<file path="config.mk">
export PLATFORM = sky130hd
export DESIGN_NAME = idct_stream_driver_flat
export DESIGN_NICKNAME = d
export VERILOG_FILES = /design/src/rtl/idct_stream_driver_if.sv /design/src/rtl/idct_stream_driver.sv /design/src/flat_wrapper.sv
export SDC_FILE = /design/constraint.sdc
export NUM_CORES = 1
export LEC_CHECK = 0
export ABC_AREA = 1
export CAP_MARGIN = 0
export CORE_MARGIN = 2
export CORE_UTILIZATION = 40
export DETAILED_ROUTE_END_ITERATION = 12
export PLACE_DENSITY = 0.64
export SETUP_SLACK_MARGIN = 0.02
export SLEW_MARGIN = 40
export SYNTH_ARGS = -nofsm -noshare
export SYNTH_HDL_FRONTEND = slang
export SYNTH_SLANG_ARGS = --single-unit
</file>
<file path="constraint.sdc">
create_clock -name clock -period 6.3 [get_ports clock]
set_input_delay 1.26 -clock clock [delete_from_list [all_inputs] [get_ports clock]]
set_output_delay 1.26 -clock clock [all_outputs]
set_load 0.02 [all_outputs]
</file>
<file path="src/rtl/idct_stream_driver_if.sv">
// Stream bundle between the IDCT driver and its downstream transform engine.
// The driver takes the master modport: it sources coefficient rows and sinks result rows.
interface idct_stream_driver_if;
    logic [95:0] master_tdata;
    logic        master_tvalid;
    logic        slave_tready;
    logic [71:0] slave_tdata;
    logic        slave_tvalid;
    logic        master_tready;

    modport master (
        output master_tdata,
        output master_tvalid,
        output master_tready,
        input  slave_tready,
        input  slave_tdata,
        input  slave_tvalid
    );

    modport slave (
        input  master_tdata,
        input  master_tvalid,
        input  master_tready,
        output slave_tready,
        output slave_tdata,
        output slave_tvalid
    );
endinterface

</file>
<file path="src/rtl/idct_stream_driver.sv">
// IDCT stream driver: buffers an 8x8 coefficient block, streams it out row by row,
// then collects eight 8x9-bit result rows into a readable result store.
// Optional feature macro: IDCT_DRV_TIMEOUT_EN enables a receive-phase idle timeout
// that raises the sticky error flag; without it error is tied low.
module idct_stream_driver #(
    parameter int unsigned TIMEOUT_CYCLES = 1024
) (
    input  logic                 clock,
    input  logic                 reset,
    input  logic                 coef_we,
    input  logic [5:0]           coef_addr,
    input  logic [11:0]          coef_wdata,
    input  logic                 start,
    idct_stream_driver_if.master stream,
    input  logic [5:0]           res_addr,
    output logic [8:0]           res_rdata,
    output logic                 busy,
    output logic                 done,
    output logic                 error
);

    typedef enum logic [1:0] {StIdle, StSend, StRecv} state_e;

    state_e      state_q;
    logic [2:0]  row_q;
    logic        tvalid_q;
    logic        tready_q;
    logic        busy_q;
    logic        done_q;
    logic        error_q;
    logic [11:0] coef_mem [64];
    logic [8:0]  res_mem  [64];
    logic [95:0] row_data;
    logic        out_fire;
    logic        in_fire;

`ifdef IDCT_DRV_TIMEOUT_EN
    logic [31:0] idle_q;
`else
    logic        unused_timeout_cfg;
    assign unused_timeout_cfg = ^TIMEOUT_CYCLES;
`endif

    assign out_fire = tvalid_q & stream.slave_tready;
    assign in_fire  = tready_q & stream.slave_tvalid;

    // Coefficient loads are only honoured while idle so an in-flight block stays coherent.
    always_ff @(posedge clock) begin
        if (coef_we && state_q == StIdle) begin
            coef_mem[coef_addr] <= coef_wdata;
        end
    end

    // Each accepted inbound beat fills one result row; tready is only high in RECV.
    always_ff @(posedge clock) begin
        if (in_fire) begin
            for (int c = 0; c < 8; c++) begin
                res_mem[{row_q, 3'(c)}] <= stream.slave_tdata[9*c +: 9];
            end
        end
    end

    // Outbound row is a direct view of the store; it cannot change during SEND.
    always_comb begin
        row_data = '0;
        for (int c = 0; c < 8; c++) begin
            row_data[12*c +: 12] = coef_mem[{row_q, 3'(c)}];
        end
    end

    // Control FSM with registered handshake and status outputs.
    always_ff @(posedge clock) begin
        if (reset) begin
            state_q  <= StIdle;
            row_q    <= 3'd0;
            tvalid_q <= 1'b0;
            tready_q <= 1'b0;
            busy_q   <= 1'b0;
            done_q   <= 1'b0;
            error_q  <= 1'b0;
`ifdef IDCT_DRV_TIMEOUT_EN
            idle_q   <= '0;
`endif
        end else begin
            done_q <= 1'b0;
            unique case (state_q)
                StIdle: begin
                    if (start) begin
                        state_q  <= StSend;
                        row_q    <= 3'd0;
                        tvalid_q <= 1'b1;
                        busy_q   <= 1'b1;
                        error_q  <= 1'b0;
                    end
                end
                StSend: begin
                    if (out_fire) begin
                        if (row_q == 3'd7) begin
                            state_q  <= StRecv;
                            row_q    <= 3'd0;
                            tvalid_q <= 1'b0;
                            tready_q <= 1'b1;
`ifdef IDCT_DRV_TIMEOUT_EN
                            idle_q   <= '0;
`endif
                        end else begin
                            row_q <= row_q + 3'd1;
                        end
                    end
                end
                StRecv: begin
                    if (in_fire) begin
`ifdef IDCT_DRV_TIMEOUT_EN
                        idle_q <= '0;
`endif
                        if (row_q == 3'd7) begin
                            state_q  <= StIdle;
                            row_q    <= 3'd0;
                            tready_q <= 1'b0;
                            busy_q   <= 1'b0;
                            done_q   <= 1'b1;
                        end else begin
                            row_q <= row_q + 3'd1;
                        end
                    end
`ifdef IDCT_DRV_TIMEOUT_EN
                    else if (idle_q == TIMEOUT_CYCLES - 1) begin
                        state_q  <= StIdle;
                        row_q    <= 3'd0;
                        tready_q <= 1'b0;
                        busy_q   <= 1'b0;
                        done_q   <= 1'b1;
                        error_q  <= 1'b1;
                        idle_q   <= '0;
                    end else begin
                        idle_q <= idle_q + 32'd1;
                    end
`endif
                end
                default: begin
                    state_q <= StIdle;
                end
            endcase
        end
    end

    assign stream.master_tdata  = row_data;
    assign stream.master_tvalid = tvalid_q;
    assign stream.master_tready = tready_q;
    assign res_rdata            = res_mem[res_addr];
    assign busy                 = busy_q;
    assign done                 = done_q;
    assign error                = error_q;

endmodule

</file>
<file path="src/flat_wrapper.sv">
// flat-port wrapper written by rule: the top's interface ports become plain ports
module idct_stream_driver_flat 
#(
    parameter int unsigned TIMEOUT_CYCLES = 1024
)
  (clock, reset, coef_we, coef_addr, coef_wdata, start, res_addr, res_rdata, busy, done, error, stream_master_tdata, stream_master_tvalid, stream_master_tready, stream_slave_tready, stream_slave_tdata, stream_slave_tvalid);
  idct_stream_driver_if stream_i ();
  input  logic clock;
  input  logic reset;
  input  logic coef_we;
  input  logic [5:0] coef_addr;
  input  logic [11:0] coef_wdata;
  input  logic start;
  input  logic [5:0] res_addr;
  output logic [8:0] res_rdata;
  output logic busy;
  output logic done;
  output logic error;
  output wire logic [$bits(stream_i.master_tdata)-1:0] stream_master_tdata;
  output wire logic [$bits(stream_i.master_tvalid)-1:0] stream_master_tvalid;
  output wire logic [$bits(stream_i.master_tready)-1:0] stream_master_tready;
  input wire logic [$bits(stream_i.slave_tready)-1:0] stream_slave_tready;
  input wire logic [$bits(stream_i.slave_tdata)-1:0] stream_slave_tdata;
  input wire logic [$bits(stream_i.slave_tvalid)-1:0] stream_slave_tvalid;
  assign stream_master_tdata = stream_i.master_tdata;
  assign stream_master_tvalid = stream_i.master_tvalid;
  assign stream_master_tready = stream_i.master_tready;
  assign stream_i.slave_tready = stream_slave_tready;
  assign stream_i.slave_tdata = stream_slave_tdata;
  assign stream_i.slave_tvalid = stream_slave_tvalid;
  idct_stream_driver #(.TIMEOUT_CYCLES(TIMEOUT_CYCLES)) u_core (.clock(clock), .reset(reset), .coef_we(coef_we), .coef_addr(coef_addr), .coef_wdata(coef_wdata), .start(start), .stream(stream_i), .res_addr(res_addr), .res_rdata(res_rdata), .busy(busy), .done(done), .error(error));
endmodule
</file>
After elaboration in Yosys (flattened, before gate mapping)
Memory sizes are Yosys's and may differ from the RTL's. A register that Yosys moved wholly into a read port is not among the register bits.
Cells that the tools add are included.
{"block": "op_classes", "n_addsub": 1, "eq_ne": 8, "muxes": 41, "n_bitwise": 4, "reduce_logical": 12}
{"cell": "$mux W6", "n": 16}
{"cell": "$mux W3", "n": 4}
{"cell": "$reduce_and A4 Y1", "n": 3}
{"cell": "$mux W1", "n": 11}
{"cell": "$mux W2", "n": 5}
{"cell": "$reduce_and A5 Y1", "n": 2}
{"cell": "$pmux W3 S3", "n": 1}
{"cell": "$ne A2 B1 Y1 const B", "n": 4}
{"cell": "$pmux W1 S2", "n": 3}
{"cell": "$pmux W2 S3", "n": 1}
{"cell": "$reduce_bool A2 Y1", "n": 3}
{"cell": "$add A3 B1 Y3 const B", "n": 1}
{"cell": "$eq A3 B3 Y1 const B", "n": 1}
{"cell": "$reduce_bool A3 Y1", "n": 1}
{"cell": "$reduce_or A3 Y1", "n": 1}
{"cell": "$and A1 B1 Y1", "n": 2}
{"cell": "$eq A2 B1 Y1 const B", "n": 1}
{"cell": "$eq A2 B2 Y1 const B", "n": 1}
{"cell": "$logic_not A2 Y1", "n": 1}
{"cell": "$ne A2 B2 Y1 const B", "n": 1}
{"cell": "$not A1 Y1", "n": 2}
{"cell": "$logic_and A1 B1 Y1", "n": 1}
{"block": "word_totals", "regBits": 9, "ram_bits": 1344, "output_inout_bits": 110, "mem_count": 2}
{"memory": "u_core.coef_mem", "words": 64, "word_bits": 12, "rd": 8, "rd_ports_with_merged_regs": 8, "wr": 1, "line_no": "idct_stream_driver.sv:31", "text": "logic [11:0] coef_mem [64];"}
{"memory": "u_core.res_mem", "words": 64, "word_bits": 9, "rd": 1, "rd_ports_with_merged_regs": 0, "wr": 8, "line_no": "idct_stream_driver.sv:32", "text": "logic [8:0] res_mem [64];"}

Longest topological paths before layout
Gate-level depths: netlist (run 1).
{"block": "logic_depth", "ltp_word": 6, "depth_mapped": 12}

Worst setup path before layout (run 1)
Ideal clock, no wire load.
{"block": "synth_timing", "path_kind": "input -> register", "from": "input stream_slave_tvalid", "to": "memory u_core.res_mem[10][0], enable pin", "arrival_ps": 4520, "slack_ps": 1278, "stages": 4, "cell_sequence": "nand2_1 > inv_1 > nand2_1 > nor2_1"}
{"item": "start, declared", "line_no": "flat_wrapper.sv:24", "text": "input wire logic [$bits(stream_i.slave_tvalid)-1:0] stream_slave_tvalid;"}
{"item": "end, declared", "line_no": "idct_stream_driver.sv:32"}

Final worst setup path (run 1)
{"block": "layout_timing", "from": "input res_addr[0]", "to": "output res_rdata[7]"}
{"block": "layout_via", "elab_chain_len": 1}
{"item": "start, declared", "line_no": "flat_wrapper.sv:14", "text": "input logic [5:0] res_addr;"}
{"item": "$mem_v2 Z64 W9"}
{"item": "end, declared", "line_no": "flat_wrapper.sv:15", "text": "output logic [8:0] res_rdata;"}
Every way passes these cells.

==> results of run 1 <==
-- worst reg2reg max path: cells and delay by family (launching register included) --
| family | cells | cell delay (ps) |
|---|---|---|
| AND/OR/NAND/NOR | 3 | 1370 |
| buffers and inverters | 3 | 700 |
| flip-flops | 1 | 310 |
| adder cells (fa/ha/maj) | 1 | 240 |
-- worst paths after layout --
path / end / slack [ps] / depth (start not counted) / startpoint
worst min register to register: u_core.busy / 470 / 2 / u_core.busy
worst max register to register: u_core.coef_mem[47][7] / 3380 / 7 / u_core.state_q[1]
worst min-delay path: u_core.busy / 470 / 2 / u_core.busy
worst max-delay path: res_rdata[7] / 890 / 13 / res_addr[0]
-- cells by family after synthesis --
family | count (synthesis) | synth area share (%)
other | 1 | 0.00700
adders and majority gates | 7 | 0.164
AOI/OAI and AO/OA | 590 | 5.98
and+or+nand+nor | 2006 | 15.3
DFF | 1356 | 75.8
buffers and inverters | 300 | 2.79
-- state kept, by name (all words and copies together) (netlist names), named ones only --
name and flops:
u_core.done 1, u_core.res_mem 576, u_core.state_q 2, u_core.stream.master_tready 1
u_core.row_q 3, u_core.coef_mem 768, u_core.busy 1, u_core.stream.master_tvalid 1
-- per-layer routing --
layer / up-vias / part of all wire (%) / GRT usage [%]
li1: 15700 / - / -
met1: 16700 / 42 / 27.1
met2: 1364 / 47 / 31.0
met3: 231 / 8.6 / 4.69
met4: 12 / 2.5 / 6.61
met5: - / 0.058 / 0
-- power by group through the flow --
stage / Clock [mW] / Sequential, mW / Combinational [mW]
floorplan: 0 / 10.3 / 1.89
global placement: 0 / 10.3 / 3.06
detailed placement: 0 / 10.3 / 3.10
CTS: 8.12 / 10.1 / 3.12
global route: 8.47 / 10.1 / 3.42
finish: 8.01 / 10.1 / 3.15
-- cell usage in the layout, fill, tap and decap left out, types with 14 or more instances in the layout --
master	netlist	routed
sky130_fd_sc_hd__o21ai_1	176	176
sky130_fd_sc_hd__a31oi_1	97	95
sky130_fd_sc_hd__clkbuf_1	103	28
sky130_fd_sc_hd__edfxtp_1	1344	1344
sky130_fd_sc_hd__o21ai_0	213	213
sky130_fd_sc_hd__nor2_2	0	24
sky130_fd_sc_hd__diode_2	0	14
sky130_fd_sc_hd__clkinv_1	3	32
sky130_fd_sc_hd__clkbuf_16	0	141
sky130_fd_sc_hd__nand2_1	747	747
sky130_fd_sc_hd__inv_1	25	23
sky130_fd_sc_hd__nand3_1	501	501
sky130_fd_sc_hd__clkdlybuf4s50_1	0	195
sky130_fd_sc_hd__clkinv_2	0	25
sky130_fd_sc_hd__o22ai_1	96	96
sky130_fd_sc_hd__buf_4	51	96
sky130_fd_sc_hd__nor2_1	749	716
-- layout make-up --
cell class / count / share of cell area [%]
sequential: 1356 / 65.3
timing repair buffer: 320 / 4.98
antenna: 14 / 0.0564
multi-input combinational: 2604 / 18.7
clock inverter: 81 / 1.31
tap: 1768 / 3.56
inverter: 32 / 0.254
clock buffer: 169 / 5.84
==> flow_summary.html, run 1 <==
<table>
<tr><th>Metric</th><th>Value</th></tr>
<tr><th colspan="2">Outcome</th></tr>
<tr><td>Outcome</td><td>complete, no violations</td></tr>
<tr><th colspan="2">STA</th></tr>
<tr><td>Final Slew Violations</td><td>0</td></tr>
<tr><td>Worst setup margin</td><td>892 ps</td></tr>
<tr><td>Tightest Pin Transition</td><td>846 ps</td></tr>
<tr><td>Final critical path time including I/O delays and setup</td><td>5410 ps</td></tr>
<tr><td>Fmax</td><td>185 MHz</td></tr>
<tr><td>Unrepaired setup endpoints after global routing</td><td>false</td></tr>
<tr><td>Sum Neg Setup Slack</td><td>0 ps</td></tr>
<tr><td>WHS</td><td>473 ps</td></tr>
<tr><td>Worst slew margin</td><td>43.6%</td></tr>
<tr><td>Fin. Hold Viols</td><td>0</td></tr>
<tr><td>Period Utilization, post-route</td><td>85.8%</td></tr>
<tr><td>Final count of negative-setup-slack endpoints</td><td>0</td></tr>
<tr><td>Clock skew</td><td>27.0 ps</td></tr>
<tr><th colspan="2">Floorplan</th></tr>
<tr><td>Standard-cell rows</td><td>134</td></tr>
<tr><td>Die outline height</td><td>370 um</td></tr>
<tr><td>Chip Width</td><td>370 um</td></tr>
<tr><td>Ports placed on the boundary</td><td>212</td></tr>
<tr><td>Placeable Area</td><td>0.133 mm^2</td></tr>
<tr><td>DIE AREA</td><td>0.137 mm^2</td></tr>
<tr><td>Initial core utilization</td><td>40.2%</td></tr>
<tr><th colspan="2">Logic synthesis</th></tr>
<tr><td>Most frequent cells after synthesis</td><td>1344 x sky130_fd_sc_hd__edfxtp_1, 749 x sky130_fd_sc_hd__nor2_1, 747 x sky130_fd_sc_hd__nand2_1, 501 x sky130_fd_sc_hd__nand3_1, 213 x sky130_fd_sc_hd__o21ai_0</td></tr>
<tr><td>Largest cells by area after synthesis</td><td>sky130_fd_sc_hd__edfxtp_1 75%, sky130_fd_sc_hd__nor2_1 5.2%, sky130_fd_sc_hd__nand2_1 5.2%, sky130_fd_sc_hd__nand3_1 4.7%, sky130_fd_sc_hd__o21ai_0 2.0%</td></tr>
<tr><td>Predominant post-synthesis flop cell</td><td>sky130_fd_sc_hd__edfxtp_1</td></tr>
<tr><td>Number of warnings printed during yosys synthesis</td><td>0</td></tr>
<tr><td>Synthesized area per cell</td><td>12.6 um^2</td></tr>
<tr><td>Number of cells produced by synthesis</td><td>4260</td></tr>
<tr><td>FF+latch count, synth</td><td>1356</td></tr>
<tr><td>Post-synth ARST share</td><td>0%</td></tr>
<tr><td>Fraction of synthesized cell area taken by the top area cell type</td><td>75.3%</td></tr>
<tr><td>Distinct cells, synth</td><td>27</td></tr>
<tr><td>Most frequent cell after synthesis</td><td>sky130_fd_sc_hd__edfxtp_1</td></tr>
<tr><td>Area leader, netlist</td><td>sky130_fd_sc_hd__edfxtp_1</td></tr>
<tr><td>Share of synthesized area occupied by flip-flops and latches</td><td>75.8%</td></tr>
<tr><td>Area of the mapped netlist</td><td>0.0536 mm^2</td></tr>
<tr><td>Number of nets in the synthesized netlist</td><td>4369</td></tr>
<tr><td>Number of flops mapped to enable cells by yosys</td><td>1344</td></tr>
<tr><th colspan="2">GRT</th></tr>
<tr><td>Vias in the first global route</td><td>32400</td></tr>
<tr><td>Global-route total usage across every layer</td><td>19.8%</td></tr>
<tr><td>Initial antenna violation count</td><td>25</td></tr>
<tr><td>Wire length of the first global-routing pass</td><td>204000 um</td></tr>
<tr><td>Maximum number of pins on one net before global-route repair</td><td>148</td></tr>
<tr><td>Sum of overflow across all layers after global routing</td><td>0</td></tr>
<tr><th colspan="2">Power and ir drop</th></tr>
<tr><td>Overall Power</td><td>21.3 mW</td></tr>
<tr><td>Worst vdd rail ir drop</td><td>0.281 mV</td></tr>
<tr><td>Internal power</td><td>15.5 mW</td></tr>
<tr><td>Switching share of total power</td><td>27.0%</td></tr>
<tr><td>Combinational share of power</td><td>14.8%</td></tr>
<tr><td>Share of power burned in registers</td><td>47.5%</td></tr>
<tr><td>Leak Pwr</td><td>20.9 nW</td></tr>
<tr><td>Clock network power share</td><td>37.7%</td></tr>
<tr><td>Net Sw Power</td><td>5.75 mW</td></tr>
<tr><td>Power density of the placed cells</td><td>342 mW/mm^2</td></tr>
<tr><th colspan="2">Final layout</th></tr>
<tr><td>Post-layout net count</td><td>4563</td></tr>
<tr><td>Final cell count without fillers</td><td>6344</td></tr>
<tr><td>Filler cell count in the final layout</td><td>11700</td></tr>
<tr><td>Final Core Density</td><td>46.7%</td></tr>
<tr><td>Fin area</td><td>0.0622 mm^2</td></tr>
<tr><td>Multi-input gate area in the final layout</td><td>0.0116 mm^2</td></tr>
<tr><td>Share of cells above drive strength 1</td><td>7.94%</td></tr>
<tr><td>Area taken by flip-flops and latches</td><td>0.0406 mm^2</td></tr>
<tr><td>Area growth from synthesis to layout</td><td>16.1%</td></tr>
<tr><th colspan="2">CTS</th></tr>
<tr><td>Total CTS buffers</td><td>140</td></tr>
<tr><td>H-tree depth</td><td>4</td></tr>
<tr><td>Clock insertion delay at the later pin of the skew report</td><td>790 ps</td></tr>
<tr><td>Num Clock Sinks</td><td>1356</td></tr>
<tr><td>Quantity of gates resized following cts</td><td>0</td></tr>
<tr><td>Number of buffers on the longest clock path</td><td>3</td></tr>
<tr><td>Clock tree from TritonCTS</td><td>yes</td></tr>
<tr><td>Buffers inserted during post-CTS setup optimization</td><td>0</td></tr>
<tr><td>Clock-pin slew reported for the worst setup and hold paths after clock tree synthesis</td><td>60 ps</td></tr>
<tr><td>Cts-stage hold buffer count</td><td>0</td></tr>
<tr><td>Cell at the root of the clock tree</td><td>sky130_fd_sc_hd__clkbuf_16</td></tr>
<tr><th colspan="2">Critical path</th></tr>
<tr><td>Worst setup path class</td><td>in2out</td></tr>
<tr><td>Critical path's slowest cell</td><td>sky130_fd_sc_hd__clkdlybuf4s50_1</td></tr>
<tr><td>Req. time, crit path</td><td>5040 ps</td></tr>
<tr><td>CP top delay family</td><td>buffers and inverters</td></tr>
<tr><td>Maximum net fanout on the critical path</td><td>86</td></tr>
<tr><td>Data arrival time of the worst path</td><td>4150 ps</td></tr>
<tr><td>Sort of element at the start of the critical path</td><td>input pin</td></tr>
<tr><td>Critical Path Max Stage Delay</td><td>640 ps</td></tr>
<tr><td>CP Buf/Inv Count</td><td>5</td></tr>
<tr><td>CP endpoint kind</td><td>primary output</td></tr>
<tr><td>Chain of cells forming the critical path</td><td>clkbuf_8 &gt; inv_8 &gt; buf_12 &gt; buf_12 &gt; nand2_1 &gt; nand3_1 &gt; nand3_1 &gt; nand2_1 &gt; nand2_1 &gt; nand3_1 &gt; nand3_1 &gt; nand2_1 &gt; clkdlybuf4s50_1</td></tr>
<tr><th colspan="2">Placement</th></tr>
<tr><td>Placer's final routability congestion estimate</td><td>0.818</td></tr>
<tr><td>Post-placement cell count</td><td>6079</td></tr>
<tr><td>Worst slack at placement</td><td>982 ps</td></tr>
<tr><td>Post-detailed-placement cell area</td><td>0.0577 mm^2</td></tr>
<tr><td>Half-perimeter wire length of the detailed placement result</td><td>76000 um</td></tr>
<tr><td>Number of buffers inserted by port buffering</td><td>210</td></tr>
<tr><th colspan="2">Detailed routing</th></tr>
<tr><td>Post-detailed-route via-to-cell ratio</td><td>5.37</td></tr>
<tr><td>Total routed wirelength</td><td>138000 um</td></tr>
<tr><td>Number of nets still failing antenna checks after routing</td><td>0</td></tr>
<tr><td>Drt wl/cell</td><td>21.7 um</td></tr>
<tr><td>Total number of vias</td><td>34100</td></tr>
<tr><td>DRC violations left</td><td>0</td></tr>
<tr><td>Detailed Routing Iterations Pass 1</td><td>6</td></tr>
<tr><td>Initial DRC count</td><td>3445</td></tr>
<tr><th colspan="2">Run</th></tr>
<tr><td>Count of maximum capacitance violations</td><td>0</td></tr>
<tr><th colspan="2">Min path</th></tr>
<tr><td>Worst hold-check path type</td><td>reg2reg</td></tr>
</table>
Note: power is estimated with default switching activity, not from simulation.
==> run 2, diff against run 1 <==
--- a/config.mk
+++ b/config.mk
@@ -11,6 +11,8 @@
 export CORE_UTILIZATION = 40
 export DETAILED_ROUTE_END_ITERATION = 12
 export PLACE_DENSITY = 0.64
+export RECOVER_POWER = 25
+export REMOVE_ABC_BUFFERS = 1
 export SETUP_SLACK_MARGIN = 0.02
 export SLEW_MARGIN = 40
 export SYNTH_ARGS = -nofsm -noshare
==> run 2 against run 1 <==
- the run now ends with capacitance limit, slew limit left
- count of clock-buffer cells in the layout increased by 9
- total power increased by 0.92%
- clock power up 2.7%
- combinational power shrank 2%
- fmax increased by 2.1%
- register-to-register slack got worse by 90 ps
- sequential share of layout area down 0.054 points
- critical path type unchanged
- critical endpoint is now res_rdata[8]
==> flow_summary.html, run 2 (synthesized netlist as in run 1, its figures left out) <==
<table>
<tr><th>Metric</th><th>Value</th></tr>
<tr><th colspan="2">Outcome</th></tr>
<tr><td>Outcome</td><td>finished, violations left</td></tr>
<tr><td>Failing checks</td><td>capacitance limit, slew limit</td></tr>
<tr><th colspan="2">Power and ir drop</th></tr>
<tr><td>Share of power burned in registers</td><td>47.3%</td></tr>
<tr><td>Worst vdd rail ir drop</td><td>0.271 mV</td></tr>
<tr><td>Switching share of total power</td><td>26.0%</td></tr>
<tr><td>Combinational share of power</td><td>14.3%</td></tr>
<tr><td>Leak Pwr</td><td>21.0 nW</td></tr>
<tr><td>Power density of the placed cells</td><td>345 mW/mm^2</td></tr>
<tr><td>Internal power</td><td>15.9 mW</td></tr>
<tr><td>Clock network power share</td><td>38.4%</td></tr>
<tr><td>Overall Power</td><td>21.5 mW</td></tr>
<tr><td>Net Sw Power</td><td>5.59 mW</td></tr>
<tr><th colspan="2">CTS</th></tr>
<tr><td>Cts-stage hold buffer count</td><td>0</td></tr>
<tr><td>Cell at the root of the clock tree</td><td>sky130_fd_sc_hd__clkbuf_16</td></tr>
<tr><td>Total CTS buffers</td><td>143</td></tr>
<tr><td>Clock-pin slew reported for the worst setup and hold paths after clock tree synthesis</td><td>50 ps</td></tr>
<tr><td>Clock tree from TritonCTS</td><td>yes</td></tr>
<tr><td>H-tree depth</td><td>4</td></tr>
<tr><td>Quantity of gates resized following cts</td><td>0</td></tr>
<tr><td>Num Clock Sinks</td><td>1356</td></tr>
<tr><td>Clock insertion delay at the later pin of the skew report</td><td>760 ps</td></tr>
<tr><td>Buffers inserted during post-CTS setup optimization</td><td>0</td></tr>
<tr><td>Number of buffers on the longest clock path</td><td>3</td></tr>
<tr><th colspan="2">GRT</th></tr>
<tr><td>Global Route met1 Usage</td><td>26.1%</td></tr>
<tr><td>Met2 Track Usage GR</td><td>30.3%</td></tr>
<tr><td>Sum of overflow across all layers after global routing</td><td>0</td></tr>
<tr><td>Global-route total usage across every layer</td><td>19.0%</td></tr>
<tr><td>Global-route track usage on met3</td><td>3.73%</td></tr>
<tr><td>Wire length of the first global-routing pass</td><td>198000 um</td></tr>
<tr><td>Vias in the first global route</td><td>32600</td></tr>
<tr><td>Initial antenna violation count</td><td>22</td></tr>
<tr><td>Maximum number of pins on one net before global-route repair</td><td>161</td></tr>
<tr><td>Gr busiest metal</td><td>met2</td></tr>
<tr><th colspan="2">Critical path</th></tr>
<tr><td>Worst setup path class</td><td>in2out</td></tr>
<tr><td>Data arrival time of the worst path</td><td>4040 ps</td></tr>
<tr><td>Maximum net fanout on the critical path</td><td>70</td></tr>
<tr><td>CP endpoint kind</td><td>primary output</td></tr>
<tr><td>Req. time, crit path</td><td>5040 ps</td></tr>
<tr><td>Critical Path Max Stage Delay</td><td>610 ps</td></tr>
<tr><td>Sort of element at the start of the critical path</td><td>input pin</td></tr>
<tr><td>CP top delay family</td><td>buffers and inverters</td></tr>
<tr><td>Critical path's slowest cell</td><td>sky130_fd_sc_hd__clkdlybuf4s50_1</td></tr>
<tr><td>Chain of cells forming the critical path</td><td>clkbuf_8 &gt; inv_8 &gt; buf_4 &gt; nand2_1 &gt; nand3_1 &gt; nand3_1 &gt; nand2_1 &gt; nand2_1 &gt; nand3_1 &gt; nand3_1 &gt; nand2_1 &gt; clkdlybuf4s50_1</td></tr>
<tr><td>CP Buf/Inv Count</td><td>4</td></tr>
<tr><th colspan="2">Detailed routing</th></tr>
<tr><td>DRC violations left</td><td>0</td></tr>
<tr><td>Number of nets still failing antenna checks after routing</td><td>0</td></tr>
<tr><td>Total routed wirelength</td><td>132000 um</td></tr>
<tr><td>Post-detailed-route via-to-cell ratio</td><td>5.32</td></tr>
<tr><td>Detailed Routing Iterations Pass 1</td><td>5</td></tr>
<tr><td>Initial DRC count</td><td>3415</td></tr>
<tr><td>Total number of vias</td><td>33700</td></tr>
<tr><td>Drt wl/cell</td><td>20.8 um</td></tr>
<tr><th colspan="2">STA</th></tr>
<tr><td>Period Utilization, post-route</td><td>84.1%</td></tr>
<tr><td>Final count of negative-setup-slack endpoints</td><td>0</td></tr>
<tr><td>Unrepaired setup endpoints after global routing</td><td>false</td></tr>
<tr><td>Worst setup margin</td><td>1000 ps</td></tr>
<tr><td>WHS</td><td>488 ps</td></tr>
<tr><td>Clock skew</td><td>34.0 ps</td></tr>
<tr><td>Worst slew margin</td><td>-113%</td></tr>
<tr><td>Final critical path time including I/O delays and setup</td><td>5300 ps</td></tr>
<tr><td>Tightest Pin Transition</td><td>3190 ps</td></tr>
<tr><td>Sum Neg Setup Slack</td><td>0 ps</td></tr>
<tr><td>Fmax</td><td>189 MHz</td></tr>
<tr><td>Fin. Hold Viols</td><td>0</td></tr>
<tr><td>Final Slew Violations</td><td>195</td></tr>
<tr><th colspan="2">Floorplan</th></tr>
<tr><td>Initial core utilization</td><td>40.2%</td></tr>
<tr><td>Chip Width</td><td>370 um</td></tr>
<tr><td>Ports placed on the boundary</td><td>212</td></tr>
<tr><td>Placeable Area</td><td>0.133 mm^2</td></tr>
<tr><td>Standard-cell rows</td><td>134</td></tr>
<tr><td>DIE AREA</td><td>0.137 mm^2</td></tr>
<tr><td>Die outline height</td><td>370 um</td></tr>
<tr><th colspan="2">Run</th></tr>
<tr><td>Count of maximum capacitance violations</td><td>3</td></tr>
<tr><th colspan="2">Final layout</th></tr>
<tr><td>Most common cell after layout, fill and taps aside</td><td>sky130_fd_sc_hd__edfxtp_1</td></tr>
<tr><td>Final Core Density</td><td>46.7%</td></tr>
<tr><td>Post-layout net count</td><td>4553</td></tr>
<tr><td>Area growth from synthesis to layout</td><td>16.2%</td></tr>
<tr><td>Filler cell count in the final layout</td><td>11600</td></tr>
<tr><td>Multi-input gate area in the final layout</td><td>0.0116 mm^2</td></tr>
<tr><td>Share of cells above drive strength 1</td><td>7.78%</td></tr>
<tr><td>Most frequent cells in the layout</td><td>1344 x sky130_fd_sc_hd__edfxtp_1, 747 x sky130_fd_sc_hd__nand2_1, 707 x sky130_fd_sc_hd__nor2_1, 499 x sky130_fd_sc_hd__nand3_1, 213 x sky130_fd_sc_hd__o21ai_0</td></tr>
<tr><td>Register name with the most flops</td><td>u_core.coef_mem</td></tr>
<tr><td>Flip-flop count of the largest register, all copies and words added</td><td>768</td></tr>
<tr><td>Largest registers</td><td>u_core.coef_mem x768, u_core.res_mem x576, u_core.row_q x3</td></tr>
<tr><td>Area taken by flip-flops and latches</td><td>0.0406 mm^2</td></tr>
<tr><th colspan="2">Placement</th></tr>
<tr><td>Number of buffers inserted by port buffering</td><td>210</td></tr>
<tr><td>Half-perimeter wire length of the detailed placement result</td><td>71400 um</td></tr>
<tr><td>Worst slack at placement</td><td>1060 ps</td></tr>
<tr><td>Placer's final routability congestion estimate</td><td>0.790</td></tr>
<tr><th colspan="2">Min path</th></tr>
<tr><td>Worst hold-check path type</td><td>reg2reg</td></tr>
</table>
## run 2: cell types whose count changed in the layout (fill, tap and decap cells not counted), moves of 4 or more
cell | previous run | this run
sky130_fd_sc_hd__buf_12 | 11 | 15
sky130_fd_sc_hd__buf_4 | 96 | 75
sky130_fd_sc_hd__bufinv_16 | 6 | 12
sky130_fd_sc_hd__clkbuf_1 | 28 | 35
sky130_fd_sc_hd__clkbuf_16 | 141 | 146
sky130_fd_sc_hd__clkdlybuf4s50_1 | 195 | 122
sky130_fd_sc_hd__clkinv_2 | 25 | 17
sky130_fd_sc_hd__diode_2 | 14 | 6
sky130_fd_sc_hd__dlygate4sd3_1 | 0 | 72
sky130_fd_sc_hd__inv_6 | 2 | 6
sky130_fd_sc_hd__nor2_1 | 716 | 707
sky130_fd_sc_hd__nor2_2 | 24 | 33
## run 2: through the flow
| stage | cells | cell area (um^2) |
|---|---|---|
| floorplan | 3992 | 52200 |
| global placement | 6063 | 57400 |
| detailed placement | 6066 | 57600 |
| CTS | 6316 | 62200 |
| global route | 6319 | 62200 |
| finish | 6323 | 62200 |
## run 2: cell type report
type / count / area share [%]
Antenna cell: 6 / 0.0241
Clock buffer: 178 / 6.07
Clock inverter: 72 / 1.32
Inverter: 32 / 0.245
Multi-Input combinational cell: 2604 / 18.7
Sequential cell: 1356 / 65.3
Tap cell: 1768 / 3.56
Timing Repair Buffer: 307 / 4.84
## run 2: layer usage
metal / share of wire (%) / vias to the layer above
li1: - / 15700
met1: 43 / 16600
met2: 47 / 1151
met3: 7.1 / 236
met4: 2.7 / 12
met5: 0.062 / -
## run 2: power groups by stage
stage	sequential [mW]	clock [mW]	combinational (mW)
2_1_floorplan	10.5	0	1.65
3_3_place_gp	10.3	0	3.04
3_5_place_dp	10.3	0	3.09
4_1_cts	10.2	8.37	3.11
5_1_grt	10.2	8.72	3.36
6_report	10.2	8.23	3.08
## run 2: final timing paths
kind	from	endpoint	slack, ps	cells past startpoint
worst max-delay path	res_addr[0]	res_rdata[8]	1000	12
worst min-delay path	u_core.busy	u_core.busy	490	2
worst max register to register	u_core.state_q[1]	u_core.coef_mem[54][2]	3290	6
worst min register to register	u_core.busy	u_core.busy	490	2
## run 2: worst min-delay path: stages, from the launching register on
cell and delay (ps):
sky130_fd_sc_hd__dfxtp_1 310, sky130_fd_sc_hd__inv_1 50, sky130_fd_sc_hd__a221oi_1 70
